[src/rtl/conv_scheduler.sv]
// conv_scheduler: frame sequencer for Sobel edge detection.
// For each output position it requests a window, runs the MAC engine with the
// Gx and then the Gy kernel, combines the results into a saturated magnitude
// and edge flag, and writes the pixel to the result RAM in raster order.
module conv_scheduler #(
  parameter int IMG_W   = 64,
  parameter int IMG_H   = 48,
  parameter int KSIZE   = 5,
  parameter int RES_W   = 16,
  parameter int THRESH  = 128,
  parameter int TIMEOUT = 64
) (
  input  logic             clk,
  input  logic             rst,
  input  logic             start,
  output logic             win_req,
  output logic [15:0]      win_x,
  output logic [15:0]      win_y,
  input  logic             win_valid,
  output logic             kernel_sel,
  output logic             eng_en,
  input  logic             eng_done,
  input  logic [RES_W-1:0] eng_result,
  output logic             pix_we,
  output logic [15:0]      pix_addr,
  output logic [7:0]       pix_data,
  output logic             pix_edge,
  output logic             busy,
  output logic             done,
  output logic             error
);

  localparam int OUT_W = IMG_W - KSIZE + 1;
  localparam int OUT_H = IMG_H - KSIZE + 1;
  localparam int TW    = $clog2(TIMEOUT + 1);

  localparam logic [3:0] S_IDLE     = 4'd0;
  localparam logic [3:0] S_REQ      = 4'd1;
  localparam logic [3:0] S_WAIT_WIN = 4'd2;
  localparam logic [3:0] S_RUN_X    = 4'd3;
  localparam logic [3:0] S_GAP      = 4'd4;
  localparam logic [3:0] S_RUN_Y    = 4'd5;
  localparam logic [3:0] S_COMB     = 4'd6;
  localparam logic [3:0] S_WRITE    = 4'd7;
  localparam logic [3:0] S_NEXT     = 4'd8;
  localparam logic [3:0] S_FIN      = 4'd9;

  logic [3:0]       state;
  logic [15:0]      x, y, addr;
  logic [RES_W-1:0] gx, gy;
  logic [RES_W:0]   mag;
  logic [TW-1:0]    tcnt;
  logic             error_r;
  logic             to_hit;
  logic [7:0]       sat;

  // |v| widened by one bit so the most negative value does not overflow
  function automatic logic [RES_W:0] abs_ext(input logic [RES_W-1:0] v);
    logic [RES_W:0] e;
    e = {v[RES_W-1], v};
    return v[RES_W-1] ? (~e + 1'b1) : e;
  endfunction

  assign to_hit = (tcnt == TW'(TIMEOUT - 1));

  // Frame sequencer, raster position, latched engine results and timeout watchdog
  always_ff @(posedge clk) begin
    if (rst) begin
      state   <= S_IDLE;
      x       <= '0;
      y       <= '0;
      addr    <= '0;
      gx      <= '0;
      gy      <= '0;
      mag     <= '0;
      tcnt    <= '0;
      error_r <= 1'b0;
    end else begin
      case (state)
        S_IDLE: if (start) begin
          state   <= S_REQ;
          x       <= '0;
          y       <= '0;
          addr    <= '0;
          error_r <= 1'b0;
        end
        S_REQ: begin
          state <= S_WAIT_WIN;
          tcnt  <= '0;
        end
        // eng_done is not looked at here, so a coincident one is dropped
        S_WAIT_WIN: begin
          if (win_valid) begin
            state <= S_RUN_X;
            tcnt  <= '0;
          end else if (to_hit) begin
            state   <= S_FIN;
            error_r <= 1'b1;
          end else tcnt <= tcnt + 1'b1;
        end
        S_RUN_X: begin
          if (eng_done) begin
            gx    <= eng_result;
            state <= S_GAP;
          end else if (to_hit) begin
            state   <= S_FIN;
            error_r <= 1'b1;
          end else tcnt <= tcnt + 1'b1;
        end
        // one cycle with eng_en low lets the engine clear its accumulator
        S_GAP: begin
          state <= S_RUN_Y;
          tcnt  <= '0;
        end
        S_RUN_Y: begin
          if (eng_done) begin
            gy    <= eng_result;
            state <= S_COMB;
          end else if (to_hit) begin
            state   <= S_FIN;
            error_r <= 1'b1;
          end else tcnt <= tcnt + 1'b1;
        end
        S_COMB: begin
          mag   <= abs_ext(gx) + abs_ext(gy);
          state <= S_WRITE;
        end
        S_WRITE: state <= S_NEXT;
        S_NEXT: begin
          addr <= addr + 1'b1;
          if (x == 16'(OUT_W - 1)) begin
            x <= '0;
            if (y == 16'(OUT_H - 1)) state <= S_FIN;
            else begin
              y     <= y + 1'b1;
              state <= S_REQ;
            end
          end else begin
            x     <= x + 1'b1;
            state <= S_REQ;
          end
        end
        S_FIN:   state <= S_IDLE;
        default: state <= S_IDLE;
      endcase
    end
  end

  assign sat = (|mag[RES_W:8]) ? 8'hFF : mag[7:0];

  // Moore outputs; pixel bus is zero except during the write strobe
  assign win_req    = (state == S_REQ);
  assign win_x      = x;
  assign win_y      = y;
  assign kernel_sel = (state == S_RUN_Y);
  assign eng_en     = (state == S_RUN_X) || (state == S_RUN_Y);
  assign pix_we     = (state == S_WRITE);
  assign pix_addr   = pix_we ? addr : 16'd0;
  assign pix_data   = pix_we ? sat : 8'd0;
  assign pix_edge   = pix_we && (int'(sat) >= THRESH);
  assign busy       = (state != S_IDLE) && (state != S_FIN);
  assign done       = (state == S_FIN);
  assign error      = error_r;

endmodule

[config.mk]
export PLATFORM = sky130hd
export DESIGN_NAME = conv_scheduler
export DESIGN_NICKNAME = d
export VERILOG_FILES = /design/src/rtl/conv_scheduler.sv
export SDC_FILE = /design/constraint.sdc
export NUM_CORES = 1
export LEC_CHECK = 0
export ABC_AREA = 1
export BUFFER_PORTS_ARGS = -buffer_cell sky130_fd_sc_hd__buf_4
export CAP_MARGIN = 25
export CELL_PAD_IN_SITES_DETAIL_PLACEMENT = 1
export CELL_PAD_IN_SITES_GLOBAL_PLACEMENT = 1
export CORE_MARGIN = 4
export CORE_UTILIZATION = 41
export DETAILED_ROUTE_END_ITERATION = 10
export PLACE_DENSITY_LB_ADDON = 0.08
export SLEW_MARGIN = 20
export SYNTH_ARGS = -nofsm -noshare
export SYNTH_HDL_FRONTEND = slang
export SYNTH_SLANG_ARGS = --single-unit
[constraint.sdc]
create_clock -name clk -period 4.7 [get_ports clk]
set_input_delay 0.47 -clock clk [delete_from_list [all_inputs] [get_ports clk]]
set_output_delay 0.47 -clock clk [all_outputs]
set_load 0.03 [all_outputs]
-- Word-level counts from Yosys, hierarchy flattened
Index checks and enable logic that the tools add are counted.
- flip-flop bits (word level): 109
- input bits: 21
- output and inout bits: 64
- word-level logic and storage cells: 83
- add/sub/neg operators: 7
- order comparisons: 1
- equality and inequality tests: 18
- muxes and demuxes: 29
- bitwise operators: 2
- reductions and logical operators: 17
- operator list (cell ; number):
    one-hot mux 16 bit (2 select lines) ; 3
    two-way mux 16 bit ; 5
    adder 16 x 1 -> 16 bit (second input constant) ; 3
    one-hot mux 4 bit (9 select lines) ; 1
    adder 17 x 1 -> 17 bit (second input constant) ; 2
    two-way mux 17 bit ; 2
    NOT 17 bit ; 2
    equality test 16 x 6 -> 1 bit (second input constant) ; 2
    two-way mux 4 bit ; 7
    two-way mux 7 bit ; 3
    one-hot mux 7 bit (3 select lines) ; 1
    adder 17 bit ; 1
    equality test 4 x 3 -> 1 bit (second input constant) ; 4
    two-way mux 8 bit ; 2
    inequality test 2 bit (second input constant) ; 5
    OR reduction 9 bit ; 1
    equality test 4 x 2 -> 1 bit (second input constant) ; 2
    equality test 4 bit (second input constant) ; 2
    >= comparator 8 bit (second input constant) ; 1
    AND reduction 2 bit ; 4
    AND reduction 4 bit ; 2
    adder 7 x 1 -> 7 bit (second input constant) ; 1
    equality test 7 x 6 -> 1 bit (second input constant) ; 1
    nonzero test 3 bit ; 2
    other kinds (10) ; 15

-- Longest topological paths before layout
Gate-level depths: netlist (run 1).
- depth after elaboration: 4
- mapped depth: 21
- gate-level depth less buffers: 21

-- Worst setup path before layout (run 1)
No wires, ideal clock.
- path kind: reg2reg
- start point: register gx[0]
- end point: register mag[13]
- setup time: 117 ps
- arrival: 2190 ps
- required time: 4583 ps
- slack: 2393 ps
- cell stages (with the launch flop): 19
- buffers on the path: 0
- period minus slack after synthesis: 2307 ps
- path through: dfxtp_1 -> inv_1 -> ha_1 -> inv_1 -> nor3_1 -> nand3_1 -> nor2_1 -> nor2_1 -> nor2_1 -> xor2_1 -> ha_1 -> nand2_1 -> inv_1 -> nand2_1 -> nand2_1 -> a21oi_1 -> a21oi_1 -> nor2_1 -> nor2_1
- word-level cells in the longest chain between the ends: 4
- RTL lines (element ; RTL line ; source):
    start: declaration ; 50 ; logic [RES_W-1:0] gx, gy;
    start signal: assignment ; 103 ; gx <= eng_result;
    NOT 17 bit ; 61 ; return v[RES_W-1] ? (~e + 1'b1) : e;
    adder 17 x 1 -> 17 bit ; 61 ;
    two-way mux 17 bit (*) ; 61 ;
    adder 17 bit (*) ; 125 ; mag <= abs_ext(gx) + abs_ext(gy);
    end signal: assignment ; 125 ;
    end: declaration ; 51 ; logic [RES_W:0] mag;
Mark *: on every way between the ends. The rest lies on a longest branch, timed or not.
A chain may end at the register's enable or synchronous reset.

-- Final worst setup path (run 1)
- start point: register state[0]
- end point: output pix_addr[0]
- word-level cells in the longest chain between the ends: 2
- RTL lines (element ; RTL line ; source):
    start: declaration ; 48 ; logic [3:0] state;
    start signal: assignment ; 69 ; state <= S_IDLE;
    start signal: assignment ; 81 ; state <= S_REQ;
    start signal: assignment ; 88 ; state <= S_WAIT_WIN;
    equality test 4 x 3 -> 1 bit ; 157 ; assign pix_we = (state == S_WRITE);
    two-way mux 16 bit ; 158 ; assign pix_addr = pix_we ? addr : 16'd0;
    end: declaration ; 25 ; output logic [15:0] pix_addr,
Every way passes these cells.

==> metrics.txt, run 1 <==
CTS buffer count 9; Area after DPL between 8000 and 9000 µm²; relative slew slack roughly 36%; clock buffer depth 2; Clock transition at path regs around 90 ps; average wire per standard cell between 15 and 20 µm; mapped cell area 7300 µm²; slowest CP cell dfxtp_1; internal power between 1.5 and 2 mW; largest area contributor in the netlist dfxtp_1; CTS tree built; Layout fillers around 2400; Max stage delay on crit path slightly below 600 ps; Synth area leaders dfxtp_1 (30%), nand2_1 (15%), inv_1 (7.7%), nor2_1 (7.6%), a21oi_1 (6.4%); Worst Tran Pin Value between 900 and 1000 ps; nets 1260; ratio of cells with drive above 1 in the final layout between 10% and 20%; Starting Density approximately 42%; antenna cells 0; worst skew pair latency 370 ps; max cap viols 0; most frequent cells in the layout nand2_1 (284), inv_1 (150), nor2_1 (146), dfxtp_1 (109), a21oi_1 (94); Clock Skew 13.8 ps; Synthesized Nets 1197; routability cong. around 0.84; GRT Overall Usage approximately 22%; Final ANT Viol Nets 0; post-synthesis area per instance ~6.3 µm²; VDD IR max ~0.26 mV; worst hold path class input port to flop; Rows 48; I/O Pins 85; RSZ-0062 raised after global routing false; Top FF cell, synth dfxtp_1; yosys warns 0; Area Growth Syn to Fin 14.5%; first-pass GRT wire length 37400 µm; Final period util around 61%; PnR worst setup slack about 1800 ps; Die Wd 141 µm; Max Freq 0.351 GHz; # Post-CTS Setup Buffers 0; most common cell after layout, fill and taps aside nand2_1; Register Area roughly 2200 µm²; Net Sw Power 0.919 mW; ys async rst share 0%; post-synthesis cell count 1153; vias per cell between 5 and 6; final hold viol count 0; P_leak 3.55 nW; antenna violations before repair 0; Vias 7502; gr ovfl total 0; Finish-stage setup viols 0; post-synth top area share between 20% and 30%; H-tree lvl count 3; EDFF count, synth 0; footprint of the multi-input gates 4330 µm²; Req. time, crit path approximately 4200 ps; Seq/Total Area, Yosys 29.9%; post-CTS sizing 0; Die Area 20000 µm²; setup_tns 0 ps; Crit Path Class flop to primary output; Port Buf Inserts 84; WL final 21900 µm; Combinational Power Share 26.0%; outcome complete, no violations; hold_ws around 370 ps; pre-CTS WS a little under 2000 ps; Yosys reg bits ~110; final instance area 8360 µm²; CP Cell Sequence nand2_1, nor2_2, inv_2, nor2_1, buf_4; Sw Share between 30% and 40%; CP Launch Type flop; Core Area around 17000 µm²; utilization after layout approximately half; Clock power frac between 30% and 40%; Hold Buf Count CTS 0; Min Clock Period, post-route between 2000 and 3000 ps; drt first pass iters 5; Sinks on Clock Net roughly 110; Die Y-Extent 141 µm; crit path capture type primary output; number of global-route vias before repair around 7400; crit path DAT between 2000 and 2500 ps; initial DRC count around 380; Flop pwr share 41.1%; Distinct cells, synth between 40 and 50; Max FO, Critical Path 17; DR DRC count 0; Power Dens Cells just under 300 nW/µm²; max-slew violations 0; Final HPWL DP around 17000 µm; clock root buffer clkbuf_16; largest net degree at the start of global routing 56
## sequential cells by signal (all words and copies together), names as in the netlist
name / cells
gx: 16
gy: 16
win_y: 16
error: 1
state: 4
win_x: 16
tcnt: 7
mag: 17
addr: 16
## worst max-delay path: cells and delay by family, from the launching register on
kind,cells,cell delay [ps]
AND/OR/NAND/NOR,3,940
flip-flops,1,580
buffers and inverters,2,470
## layout make-up
cell class	instances	area share [%]
multi-input cells	850	51.8
flip-flops and latches	109	26.1
repair buffers	86	7.73
inverters	160	7.28
well taps	225	3.37
clock buffers	9	2.70
clock inverters	7	1.00
## cells by family (layout without fill, tap and decap cells)
group | Yosys count | in the layout | synth area share [%]
and+or+nand+nor | 579 | 579 | 34.6
AOI/OAI and AO/OA | 207 | 207 | 15.8
buffers and inverters | 194 | 262 | 10.8
DFF | 109 | 109 | 29.9
xor gates and xnor gates | 41 | 41 | 4.92
adders and majority gates | 23 | 23 | 4.05
## synth_stat cells (2+ instances only)
master / n
a31oi_1: 5
o21ai_1: 2
o211ai_1: 4
o21bai_1: 6
buf_6: 2
nand2_2: 13
o21ai_0: 77
a21oi_2: 10
or2_2: 4
buf_4: 3
nand2_1: 284
o21ai_4: 3
inv_1: 150
nor2_2: 3
clkbuf_1: 15
inv_2: 7
nand2_4: 4
nor2_8: 2
o22ai_1: 3
buf_2: 12
nand3b_1: 2
dfxtp_1: 109
a21oi_1: 94
a211oi_1: 2
nor2_1: 147
nor3_1: 18
nand4_1: 18
xnor2_1: 5
xor2_1: 36
ha_1: 22
nand3_1: 72
nor4_1: 3
nor2_4: 5
## final timing paths
path,slack (ps),start,cells after the start,endpoint
min reg2reg,470,tcnt[6]$_SDFFE_PP0P_,2,tcnt[6]$_SDFFE_PP0P_
max reg2reg,1910,gx[0]$_SDFFE_PP0P_,17,mag[13]$_SDFFE_PP0P_
max,1850,state[0]$_SDFFE_PP0N_,5,pix_addr[0]
min,370,eng_result[14],3,gy[14]$_SDFFE_PP0P_
## power groups by stage
stage                     Sequential [mW]  Clock (mW)  Combinational (mW)
final                                1.01       0.809               0.641
after global routing                 1.02       0.867               0.721
after global placement               1.03           0               0.632
after detailed placement             1.03           0               0.645
after floorplan                      1.02           0               0.497
after CTS                            1.01       0.832               0.648
## per-stage QoR
stage / cells / total power [mW]
detailed placement: 1430 / 1.68
global placement: 1430 / 1.66
global route: 1446 / 2.61
CTS: 1446 / 2.49
finish: 1446 / 2.46
floorplan: 1153 / 1.52
## routing by layer
metal  track usage [%]  vias to the layer above  wire length, µm
met5                 0                        -                0
met4              5.76                        0              357
met3              3.57                       26              792
met1              31.8                     3547            11000
li1                  -                     3815                -
met2              35.9                      114             9830
(Power assumes the default switching activity.)
==> run 2, diff against run 1 <==
Clock period 4.7 ns to 2.97 ns, I/O delays scaled along.
==> run 2 against run 1 <==
Effect of this change: register-to-register slack worse by 1500 ps; critical path depth unchanged; sequential power grew 58%; via count fell by 0.87%; cell area grew 0.30%; setup slack got worse by 1500 ps; critical path type unchanged; critical endpoint unchanged; largest cell class unchanged; largest power group unchanged.
==> metrics.txt, run 2 (synthesis gave the netlist of run 1 again) <==
antenna cells 0 (unchanged); Rows 48 (unchanged); CTS buffer count 9 (unchanged); GRT Overall Usage 22.3% (-0.21 points); nets 1264 (+0.32%); Vias 7437 (-0.87%); I/O Pins 85 (unchanged); RSZ-0062 raised after global routing false; Port Buf Inserts 84 (unchanged); outcome complete, no violations; Clock transition at path regs 90 ps (about the same); worst setup path end pix_addr[0]; total power 3.86 mW (+57%); routability cong. 0.862 (+2.2%); gr ovfl total 0 (unchanged); Starting Density 42.0% (unchanged); most frequent cells in the layout nand2_1 (284), inv_1 (150), nor2_1 (145), dfxtp_1 (109), a21oi_1 (94); Hold Buf Count CTS 0 (unchanged); worst skew pair latency 370 ps (about the same); CP Launch Type flop; Layout fillers 2396 (+0.97%); number of flip-flops in the largest register 17 (unchanged); Finish-stage setup viols 0 (unchanged); reg2reg start gx[0]$_SDFFE_PP0P_; crit path capture type primary output; H-tree lvl count 3 (unchanged); Core Area 17400 µm² (unchanged); clock buffer depth 2 (unchanged); ratio of cells with drive above 1 in the final layout 13.5% (+0.53 points); antenna violations before repair 0 (unchanged); Clock Skew 17.2 ps (+3.36 ps); FF-to-FF End mag[13]$_SDFFE_PP0P_; setup_tns 0 ps (unchanged); WL final 21800 µm (-0.54%); largest net degree at the start of global routing 55 (-1.8%); Die Area 20000 µm² (unchanged); number of global-route vias before repair 7369 (-0.47%); Min Clock Period, post-route about 2700 ps; VDD IR max 0.420 mV (+64%); Worst Tran Pin Value 930 ps (-31.1 ps); Power Dens Cells 460 nW/µm² (+56%); final hold viol count 0 (unchanged); max cap viols 0 (unchanged); P_leak 3.57 nW (+0.43%); FF-to-FF setup slack 360 ps (-1550 ps); Area Growth Syn to Fin 14.8%; Req. time, crit path 2670 ps (-1560 ps); Final HPWL DP 16700 µm (+0.16%); Die Y-Extent 141 µm (unchanged); first-pass GRT wire length 36700 µm (-1.8%); crit path DAT 2370 ps (about the same); average wire per standard cell 15.0 µm (-0.82%); Sinks on Clock Net 109 (unchanged); DR DRC count 0 (unchanged); most common cell after layout, fill and taps aside nand2_1; Top reg by flops mag; worst hold path class input port to flop; vias per cell 5.13 (-1.1%); relative slew slack 37.8% (+2.0 points); drt first pass iters 4 (-1); initial DRC count 299 (-22%); Final period util 89.7%; max-slew violations 0 (unchanged); Final ANT Viol Nets 0 (unchanged); Die Wd 141 µm (unchanged); reg2reg path depth 18 (+1); Max FO, Critical Path 17 (unchanged); CTS tree built; clock root buffer clkbuf_16; Crit. Startpoint state[0]$_SDFFE_PP0N_; Crit Path Class flop to primary output; Max Freq 0.375 GHz
## run 2: cell types whose count changed in the layout (fill, tap and decap cells not counted)
cell | before | now
nor3_2 | 0 | 2
nor2_1 | 146 | 145
inv_8 | 3 | 2
inv_6 | 3 | 4
nor3_1 | 18 | 16
clkinv_8 | 2 | 0
clkinv_4 | 0 | 2
nor2_2 | 4 | 5
buf_4 | 86 | 90
## run 2: power by group
part	internal, mW	switching [mW]	total, mW
clock	0.595	0.639	1.23
sequential	1.52	0.0833	1.60
combinational	0.318	0.704	1.02
## run 2: worst min-delay path by stage
stage / slack, ps / end / depth (start not counted) / from
4_1_cts: 210 / gy[9]$_SDFFE_PP0P_ / 3 / eng_result[9]
3_5_place_dp: 460 / tcnt[4]$_SDFFE_PP0P_ / 2 / tcnt[4]$_SDFFE_PP0P_
2_1_floorplan: 430 / tcnt[6]$_SDFFE_PP0P_ / 2 / tcnt[6]$_SDFFE_PP0P_
3_3_place_gp: 440 / tcnt[6]$_SDFFE_PP0P_ / 2 / tcnt[6]$_SDFFE_PP0P_
6_report: 210 / gy[9]$_SDFFE_PP0P_ / 3 / eng_result[9]
5_1_grt: 200 / gy[9]$_SDFFE_PP0P_ / 3 / eng_result[9]
## run 2: timing repair
| action | CTS | global route |
|---|---|---|
| gates resized for setup | 0 | 3 |
| endpoints found under the hold margin | 0 | 0 |
| buffers inserted | 0 | 0 |
| endpoints found under the setup margin | 0 | 5 |
## run 2: critical path, stage by stage, from the launching register on
cell	delay [ps]
dfxtp_1	590
nand2_1	200
nor2_2	500
inv_2	290
nor2_1	230
buf_4	200
## run 2: metrics by stage
stage	cells	hold WS, ps	setup slack [ps]	area [µm²]	util [%]
CTS	1450	205	241	8370	48.2
global placement	1434	439	394	8080	46.5
global route	1450	201	7.83	8380	48.3
detailed placement	1434	464	267	8080	46.5
finish	1450	213	305	8380	48.3
floorplan	1153	428	663	7300	-
## run 2: layer usage
layer	vias to the layer above	track usage (%)	part of all wire, %
met2	93	36.0	45
met5	-	0	0
met4	0	5.05	1.3
li1	3814	-	-
met3	19	3.24	2.9
met1	3511	31.6	51
## run 2: final cells by class
cell class / instances / area (µm²) / area share, %
Inverter: 160 / 608 / 7.25
Tap cell: 225 / 282 / 3.36
Multi-Input combinational cell: 850 / 4340 / 51.8
Clock buffer: 9 / 225 / 2.69
Timing Repair Buffer: 90 / 676 / 8.06
Clock inverter: 7 / 66.3 / 0.791
Sequential cell: 109 / 2180 / 26.0
